**src/rtl/us_ranger.sv**
```systemverilog
// Ultrasonic ranger: fires a trigger pulse, times the echo width and reports distance in cm or a timeout.
// Define US_RANGER_ECHO_SYNC_EN to pass the echo pin through a 2-flop synchronizer.
module us_ranger #(
  parameter int unsigned TRIG_CYCLES     = 500,
  parameter int unsigned CYCLES_PER_UNIT = 2915,
  parameter int unsigned MAX_UNITS       = 400,
  parameter int unsigned ECHO_WAIT_MAX   = 50000,
  parameter int unsigned HOLDOFF_CYCLES  = 3000000
) (
  input  logic        clk,
  input  logic        rst,
  input  logic        echo,
  output logic        trig,
  output logic [22:0] distance,
  output logic        time_out,
  output logic        valid
);

  localparam int unsigned UNITS_W = 23;
  localparam int unsigned SUB_W   = $clog2(CYCLES_PER_UNIT + 1);
  localparam int unsigned CNT_MAX0 = (TRIG_CYCLES > ECHO_WAIT_MAX) ? TRIG_CYCLES : ECHO_WAIT_MAX;
  localparam int unsigned CNT_MAX  = (CNT_MAX0 > HOLDOFF_CYCLES) ? CNT_MAX0 : HOLDOFF_CYCLES;
  localparam int unsigned CNT_W    = $clog2(CNT_MAX + 1);

  typedef enum logic [2:0] {
    TRIG_PEND,
    TRIG,
    WAIT_RISE,
    MEASURE,
    HOLDOFF
  } state_t;

  state_t             state;
  logic [CNT_W-1:0]   cnt;
  logic [SUB_W-1:0]   sub;
  logic [UNITS_W-1:0] units;
  logic               echo_s;
  logic               echo_p;
  logic               rise;
  logic [CNT_W-1:0]   cnt_inc;
  logic [SUB_W-1:0]   sub_inc;
  logic [UNITS_W-1:0] units_inc;

`ifdef US_RANGER_ECHO_SYNC_EN
  logic [1:0] sync;

  always_ff @(posedge clk) begin
    if (rst) sync <= '0;
    else     sync <= {sync[0], echo};
  end

  assign echo_s = sync[1];
`else
  assign echo_s = echo;
`endif

  assign rise      = echo_s & ~echo_p;
  assign cnt_inc   = cnt + CNT_W'(1);
  assign sub_inc   = sub + SUB_W'(1);
  assign units_inc = units + UNITS_W'(1);

  always_ff @(posedge clk) begin
    if (rst) echo_p <= 1'b0;
    else     echo_p <= echo_s;
  end

  // Measurement sequencer; the single shared counter times trigger, echo wait and holdoff.
  always_ff @(posedge clk) begin
    if (rst) begin
      state    <= TRIG_PEND;
      cnt      <= '0;
      sub      <= '0;
      units    <= '0;
      trig     <= 1'b0;
      distance <= '0;
      time_out <= 1'b0;
      valid    <= 1'b0;
    end else begin
      valid <= 1'b0;
      case (state)
        TRIG_PEND: begin
          trig  <= 1'b1;
          cnt   <= CNT_W'(1);
          state <= TRIG;
        end
        TRIG: begin
          if (cnt == CNT_W'(TRIG_CYCLES)) begin
            trig  <= 1'b0;
            cnt   <= '0;
            state <= WAIT_RISE;
          end else begin
            cnt <= cnt_inc;
          end
        end
        WAIT_RISE: begin
          // A rise on the limit clock still wins over the timeout.
          if (rise) begin
            sub   <= SUB_W'(1);
            units <= '0;
            state <= MEASURE;
          end else if (cnt_inc == CNT_W'(ECHO_WAIT_MAX)) begin
            time_out <= 1'b1;
            valid    <= 1'b1;
            cnt      <= '0;
            state    <= HOLDOFF;
          end else begin
            cnt <= cnt_inc;
          end
        end
        MEASURE: begin
          if (!echo_s) begin
            distance <= units;
            time_out <= 1'b0;
            valid    <= 1'b1;
            cnt      <= '0;
            state    <= HOLDOFF;
          end else if (sub_inc == SUB_W'(CYCLES_PER_UNIT)) begin
            sub   <= '0;
            units <= units_inc;
            if (units_inc == UNITS_W'(MAX_UNITS)) begin
              time_out <= 1'b1;
              valid    <= 1'b1;
              cnt      <= '0;
              state    <= HOLDOFF;
            end
          end else begin
            sub <= sub_inc;
          end
        end
        HOLDOFF: begin
          if (cnt_inc == CNT_W'(HOLDOFF_CYCLES)) begin
            cnt   <= '0;
            state <= TRIG_PEND;
          end else begin
            cnt <= cnt_inc;
          end
        end
        default: begin
          trig  <= 1'b0;
          cnt   <= '0;
          state <= TRIG_PEND;
        end
      endcase
    end
  end

endmodule
```
**config.mk**
```make
export PLATFORM = sky130hd
export DESIGN_NAME = us_ranger
export DESIGN_NICKNAME = d
export VERILOG_FILES = /design/src/rtl/us_ranger.sv
export SDC_FILE = /design/constraint.sdc
export NUM_CORES = 1
export LEC_CHECK = 0
export CAP_MARGIN = 20
export CORE_MARGIN = 4
export CORE_UTILIZATION = 40
export DETAILED_ROUTE_END_ITERATION = 6
export SETUP_SLACK_MARGIN = 0.02
export SKIP_LAST_GASP = 1
export SLEW_MARGIN = 30
export SYNTH_ARGS = -nofsm -noshare
export SYNTH_HDL_FRONTEND = slang
export SYNTH_SLANG_ARGS = --single-unit
```
**constraint.sdc**
```tcl
create_clock -name clk -period 3.4 [get_ports clk]
set_clock_uncertainty 0.05 [all_clocks]
set_input_delay 0.51 -clock clk [delete_from_list [all_inputs] [get_ports clk]]
set_output_delay 0.51 -clock clk [all_outputs]
set_load 0.01 [all_outputs]
```
==> results.toml, run 1 <==
[worst_hold_path]
hold_class = "reg2reg"
min_from = "distance[17]$_SDFFE_PP0P_"
min_to = "distance[17]$_SDFFE_PP0P_"
hold_depth = 2

[synth]
ys_warn_count = 0
yosysTopAreaCell = "dfxtp_1"
ys_types = 63
synth-seq-cells = 87
yosys-top-cells-area = "dfxtp_1, nand2_1, a21oi_1"
seq_area_frac_synth = 0.348
async_reset_ff_frac = 0
syn_nets = 683
syn_inst = 675
syn_avg_cell_area_sq_um = 7.42
synth-main-ff-cell = "dfxtp_1"
netlist_area_sq_um = 5010
synth_edf_count = 0
yosysTopAreaCellShare = 0.348

[floorplan]
die_w_um = 120
io_pins = 29
core_area_sq_um = 12100
placement_rows = 40
start_util = 0.413
dieArea_sq_um = 14400
die_h_um = 120

[pwr]
power_frac_comb = 0.126
max-vdd-ir-drop_v = 0.000263
clkPwrFrac = 0.445
power_leakage_uw = 0.00205
pwr-share-seq = 0.429
power_density_nw_per_um2 = 417
p_switching_uw = 661
p_int_uw = 1830
p_sw_frac = 0.266

[clock_tree]
clockBufferDepth = 2
cts_made_buffers = 9
cts.clk_slew.worst_paths_ns = 0.07
tritoncts = "yes"
clk_latency_ns = 0.35
postCtsHoldBufs = 0
root_buffer = "clkbuf_16"
clock-sinks = 87
cts.htree.levels = 3

[routing]
vias = 4936
wl_per_cell_um = 15.2
ant_nets = 0
drt-vias-per-instance = 5.62
dr.pass1.iters = 4
wirelength_um = 13300
drc = 0
first_iter_violations = 405

[placed_design]
port_buffers = 28
dp_hpwl_um = 9260
dp_cells = 861
dpl_cell_area_sq_um = 5590
gp_congestion = 0.903

[global_routing]
grt_max_degree = 67
grt_pass1_vias = 4496
groute.usage.overall = 0.188
grt_pass1_wl_um = 22300
gr-total-overflow = 0
antenna_found_initial = 0

[worst_setup_path]
crit_path_frequent_cell = "nand3_1"
r2r_cells = 11
critical_path.max_fanout = 19
r2r_end = "cnt[10]$_SDFFE_PP0P_"
critical_path_class = "reg2reg"
path_delay_family = "simple AND/OR/NAND/NOR gates"
critPathArrivalTime_ns = 3.48
crit_path_start_kind = "register"
worstSetupEndpointType = "register"
cpMaxStageDelayCell = "or4_1"
reg2reg_slack_ns = 0.16
crit_required_ns = 3.64
worst-path-buf-inv = 1
critPathMaxStageDelay_ns = 0.55
path_cells = "ha_2 -> nand2_1 -> nor2_1 -> nand3_1 -> or4_1 -> a2111oi_2 -> a21o_2 -> o311ai_4 -> buf_12 -> or3_2 -> nand3_1"
worstReg2RegStart = "units[1]$_SDFFE_PP0P_"

[sta]
max_freq_mhz = 308
grt_setup_unrepaired = "false"
slew_headroom = 0.401
worstMarginPinSlew_ns = 0.899
slew_violations = 0
fin_crit_ns = 3.24
setup_viol = 0
finalHoldViolations = 0
period_share = 0.954

[status]
outcome = "finished, final reports clean"

[cells_and_area]
finalInstanceArea_sq_um = 5970
drive_gt1_frac = 0.132
n_fill_cell = 1259
register_area_sq_um = 1750
antenna_cells = 0
syn_to_final_growth_pct = 19.3
final_cells = 878
final_nets = 713
multi_input_area_sq_um = 2990

[job]
drv_cap = 0
[cells in the final DEF (no fill, tap or decap), drive strengths merged, types with 10 or more instances in the layout]
cell / n
clkbuf: 10
buf: 47
clkdlybuf4s50: 27
nor3: 16
and3: 17
xor2: 10
a21oi: 74
o21ai: 32
nand4: 14
nand3: 53
nand2: 101
nor2: 52
or3: 22
dfxtp: 87
inv: 14
[flip-flops by register name (all words and copies together), names as in the netlist]
register,count
distance,23
units,23
cnt,22
sub,12
state,3
echo_p,1
time_out,1
trig,1
valid,1
[routing by layer]
layer,GRT usage,vias up,wire length [um]
li1,-,2477,-
met4,0.0766,0,250
met2,0.279,107,5890
met3,0.0396,19,537
met1,0.264,2333,6640
met5,0,-,0
[stage by stage]
step                      worst slack [ns]   util  power (uW)  hold slack [ns]  TNS [ns]
after floorplan                      0.232      -        1300            0.408         0
after global placement              0.0114  0.461        1390            0.393         0
after detailed placement           -0.0310  0.461        1400            0.396    -0.105
after CTS                           0.0248  0.489        2500            0.405         0
after global routing                0.0302  0.493        2590            0.418         0
final                                0.158  0.493        2490            0.402         0
[logic make-up after synthesis]
logic type / share of synthesized area
AND/OR/NAND/NOR: 0.344
flip-flops: 0.348
buffers and inverters: 0.0602
adder cells (fa/ha/maj): 0.0125
XOR/XNOR: 0.0332
AO/OA/AOI/OAI: 0.196
multiplexers: 0.00600
[cell type report]
cell class,instances,area share
Tap cell,168,0.0352
Clock buffer,10,0.0400
Clock inverter,6,0.0155
Timing Repair Buffer,74,0.106
Inverter,13,0.00817
Sequential cell,87,0.294
Multi-Input combinational cell,520,0.501
[worst register-to-register path, delay by kind of cell (launching register included)]
family / cells / cell delay (ns)
AO/OA/AOI/OAI: 3 / 0.81
AND/OR/NAND/NOR: 6 / 1.42
flip-flops: 1 / 0.46
adder cells (fa/ha/maj): 1 / 0.27
buffers and inverters: 1 / 0.17
[power by group through the flow]
stage	logic [uW]	registers, uW	clock network, uW
2_1_floorplan	217	1080	0
3_3_place_gp	302	1090	0
3_5_place_dp	308	1090	0
4_1_cts	309	1070	1130
5_1_grt	348	1070	1180
6_report	313	1070	1110
[repair_timing]
| action | 4_1_cts | 5_1_grt |
|---|---|---|
| buffers inserted | 0 | 1 |
| endpoints found under the hold margin | 0 | 0 |
| setup endpoints to repair | 6 | 18 |
| pin swaps | 0 | 1 |
| gates resized for setup | 2 | 18 |
[worst max-delay path by stage]
stage | start | end | slack (ns) | cells after the start
after floorplan | cnt[0]$_SDFFE_PP0P_ | cnt[19]$_SDFFE_PP0P_ | 0.23 | 11
after global placement | units[10]$_SDFFE_PP0P_ | cnt[14]$_SDFFE_PP0P_ | 0.01 | 11
after detailed placement | sub[0]$_SDFFE_PP0P_ | cnt[10]$_SDFFE_PP0P_ | -0.03 | 11
after CTS | sub[0]$_SDFFE_PP0P_ | cnt[10]$_SDFFE_PP0P_ | 0.02 | 11
after global routing | units[1]$_SDFFE_PP0P_ | cnt[10]$_SDFFE_PP0P_ | 0.03 | 12
final | units[1]$_SDFFE_PP0P_ | cnt[10]$_SDFFE_PP0P_ | 0.16 | 11
[Yosys cell counts, drive strengths merged, types with 5 or more instances]
cell type  number
nor2b           6
nor3b           6
buf            20
ha              5
a21oi          74
nand2b          5
or4             8
and4            8
nor4            8
nand3          53
and3           17
inv            13
or3            22
nand2         101
clkbuf         35
a31oi           6
dfxtp          87
o21ai          32
nor2           52
nor3           16
a21o            8
xor2           10
nand3b          7
nand4          14
xnor2           9
Note: power is estimated with default switching activity, not from simulation.
==> inputs of run 2 (changes only) <==
--- a/config.mk
+++ b/config.mk
@@ -9,6 +9,8 @@
 export CORE_MARGIN = 4
 export CORE_UTILIZATION = 40
 export DETAILED_ROUTE_END_ITERATION = 6
+export HOLD_SLACK_MARGIN = 0.15
+export MAX_ROUTING_LAYER = met4
 export SETUP_SLACK_MARGIN = 0.02
 export SKIP_LAST_GASP = 1
 export SLEW_MARGIN = 30
==> constraint.sdc (replaced) <==
create_clock -name clk -period 3.43 [get_ports clk]
set_clock_uncertainty 0.05 [all_clocks]
set_input_delay 0.5145 -clock clk [delete_from_list [all_inputs] [get_ports clk]]
set_output_delay 0.5145 -clock clk [all_outputs]
set_load 0.01 [all_outputs]
==> run 2 against run 1 <==
  * Critical path depth fell by 1
  * Total power down 5.7%
  * Register-to-register slack better by 0.05 ns
  * Die area did not move
  * Via count down 0.61%
  * Final cell count did not move
  * Non-clock buffer count unchanged
  * Clock power down 12%
  * Combinational power is 2% lower
  * Global-route usage rose by 0.48 points
==> results.toml, run 2 (same netlist as run 1, synthesis figures left out) <==
[cells_and_area]
layout_common_cells = "nand2_1, dfxtp_1, a21oi_1"
finalInstanceArea_sq_um = 5930
syn_to_final_growth_pct = 18.5
antenna_cells = 0
final_common_cell = "nand2_1"
top_regs = "distance: 23 flops, units: 23 flops, cnt: 22 flops"
drive_gt1_frac = 0.128
final_nets = 713

[global_routing]
grt_pass1_vias = 4438
grt_max_degree = 46
gr-total-overflow = 0
antenna_found_initial = 0
groute.usage.overall = 0.193
grt_pass1_wl_um = 22200

[clock_tree]
cts.clk_slew.worst_paths_ns = 0.07
clockBufferDepth = 2
root_buffer = "clkbuf_16"
cts_made_buffers = 9
clk_latency_ns = 0.35
postCtsHoldBufs = 0
clock-sinks = 87
tritoncts = "yes"
cts.htree.levels = 3

[sta]
fin_crit_ns = 3.22
worstMarginPinSlew_ns = 0.915
grt_setup_unrepaired = "false"
slew_violations = 0
slew_headroom = 0.390
setup_viol = 0
max_freq_mhz = 311
tns_ns = 0
finalHoldViolations = 0
period_share = 0.939

[status]
outcome = "finished, final reports clean"

[placed_design]
port_buffers = 28
dpl_cell_area_sq_um = 5580
dp_hpwl_um = 9210
gp_congestion = 0.908

[floorplan]
die_w_um = 120
start_util = 0.413
placement_rows = 40
die_h_um = 120
core_area_sq_um = 12100
dieArea_sq_um = 14400
io_pins = 29

[worst_setup_path]
crit_required_ns = 3.64
worstSetupEndpointType = "register"
worst-path-buf-inv = 1
path_cells = "and4_1 -> and3_1 -> nand3_1 -> or4_1 -> a2111oi_2 -> a21o_2 -> o311ai_4 -> buf_12 -> or3_2 -> o21ai_0"
critical_path.max_fanout = 19
cpMaxStageDelayCell = "or4_1"
critPathMaxStageDelay_ns = 0.55
path_delay_family = "simple AND/OR/NAND/NOR gates"
crit_cells = 10
critPathArrivalTime_ns = 3.43
r2r_cells = 10
critical_path_class = "reg2reg"
crit_path_start_kind = "register"

[routing]
wl_per_cell_um = 15.0
ant_nets = 0
drc = 0
drt-vias-per-instance = 5.59
wirelength_um = 13100
vias = 4906
dr.pass1.iters = 5
first_iter_violations = 396

[pwr]
power_frac_comb = 0.131
power_leakage_uw = 0.00205
power.total_uw = 2350
pwr-share-seq = 0.451
clkPwrFrac = 0.418
p_int_uw = 1710
p_sw_frac = 0.269
p_switching_uw = 631
max-vdd-ir-drop_v = 0.000243
power_density_nw_per_um2 = 395

[job]
drv_cap = 0

[worst_hold_path]
hold_depth = 2
hold_class = "reg2reg"
run 2: worst min-delay path, delay by kind of cell (launching register included):
kind            cells  cell delay [ns]
compound gates      1             0.05
flops               1             0.31
simple gates        1             0.05
run 2: worst paths after layout:
kind / from / endpoint / slack, ns
setup reg to reg: units[10]$_SDFFE_PP0P_ / cnt[8]$_SDFFE_PP0P_ / 0.21
hold reg to reg: distance[19]$_SDFFE_PP0P_ / distance[19]$_SDFFE_PP0P_ / 0.40
setup / recovery: units[10]$_SDFFE_PP0P_ / cnt[8]$_SDFFE_PP0P_ / 0.21
hold / removal: distance[19]$_SDFFE_PP0P_ / distance[19]$_SDFFE_PP0P_ / 0.40
run 2: layout make-up:
class                   instances  area [sq um]
clock buffers                  11           233
well taps                     168           210
multi-input cells             520          3000
clock inverters                 5          57.6
inverters                      13          48.8
fillers                      1218          6180
repair buffers                 74           633
flip-flops and latches         87          1750
run 2: metal layers:
| layer | wire, um | global-route usage |
|---|---|---|
| met5 | 0 | - |
| met4 | 204 | 0.0730 |
| met3 | 573 | 0.0311 |
| met2 | 5700 | 0.280 |
| met1 | 6660 | 0.269 |
run 2: power by group through the flow:
stage                     sequential [uW]  clock, uW  combinational (uW)
after global routing                 1060       1050                 345
final                                1060        980                 307
after detailed placement             1080          0                 305
after CTS                            1060       1010                 306
after global placement               1080          0                 300
after floorplan                      1080          0                 216
run 2: repair_timing:
| item | in CTS | in global routing |
|---|---|---|
| resized for setup | 0 | 18 |
| buffers inserted | 0 | 2 |
| endpoints found under the setup margin | 0 | 21 |
run 2: metrics by stage:
step                      worst slack [ns]  std cells  hold WS (ns)  utilization
after global routing               0.00228        878         0.420        0.490
after CTS                           0.0540        876         0.406        0.485
after floorplan                      0.262        675         0.408            -
after global placement               0.126        860         0.395        0.461
after detailed placement            0.0592        860         0.397        0.461
final                                0.210        878         0.403        0.490
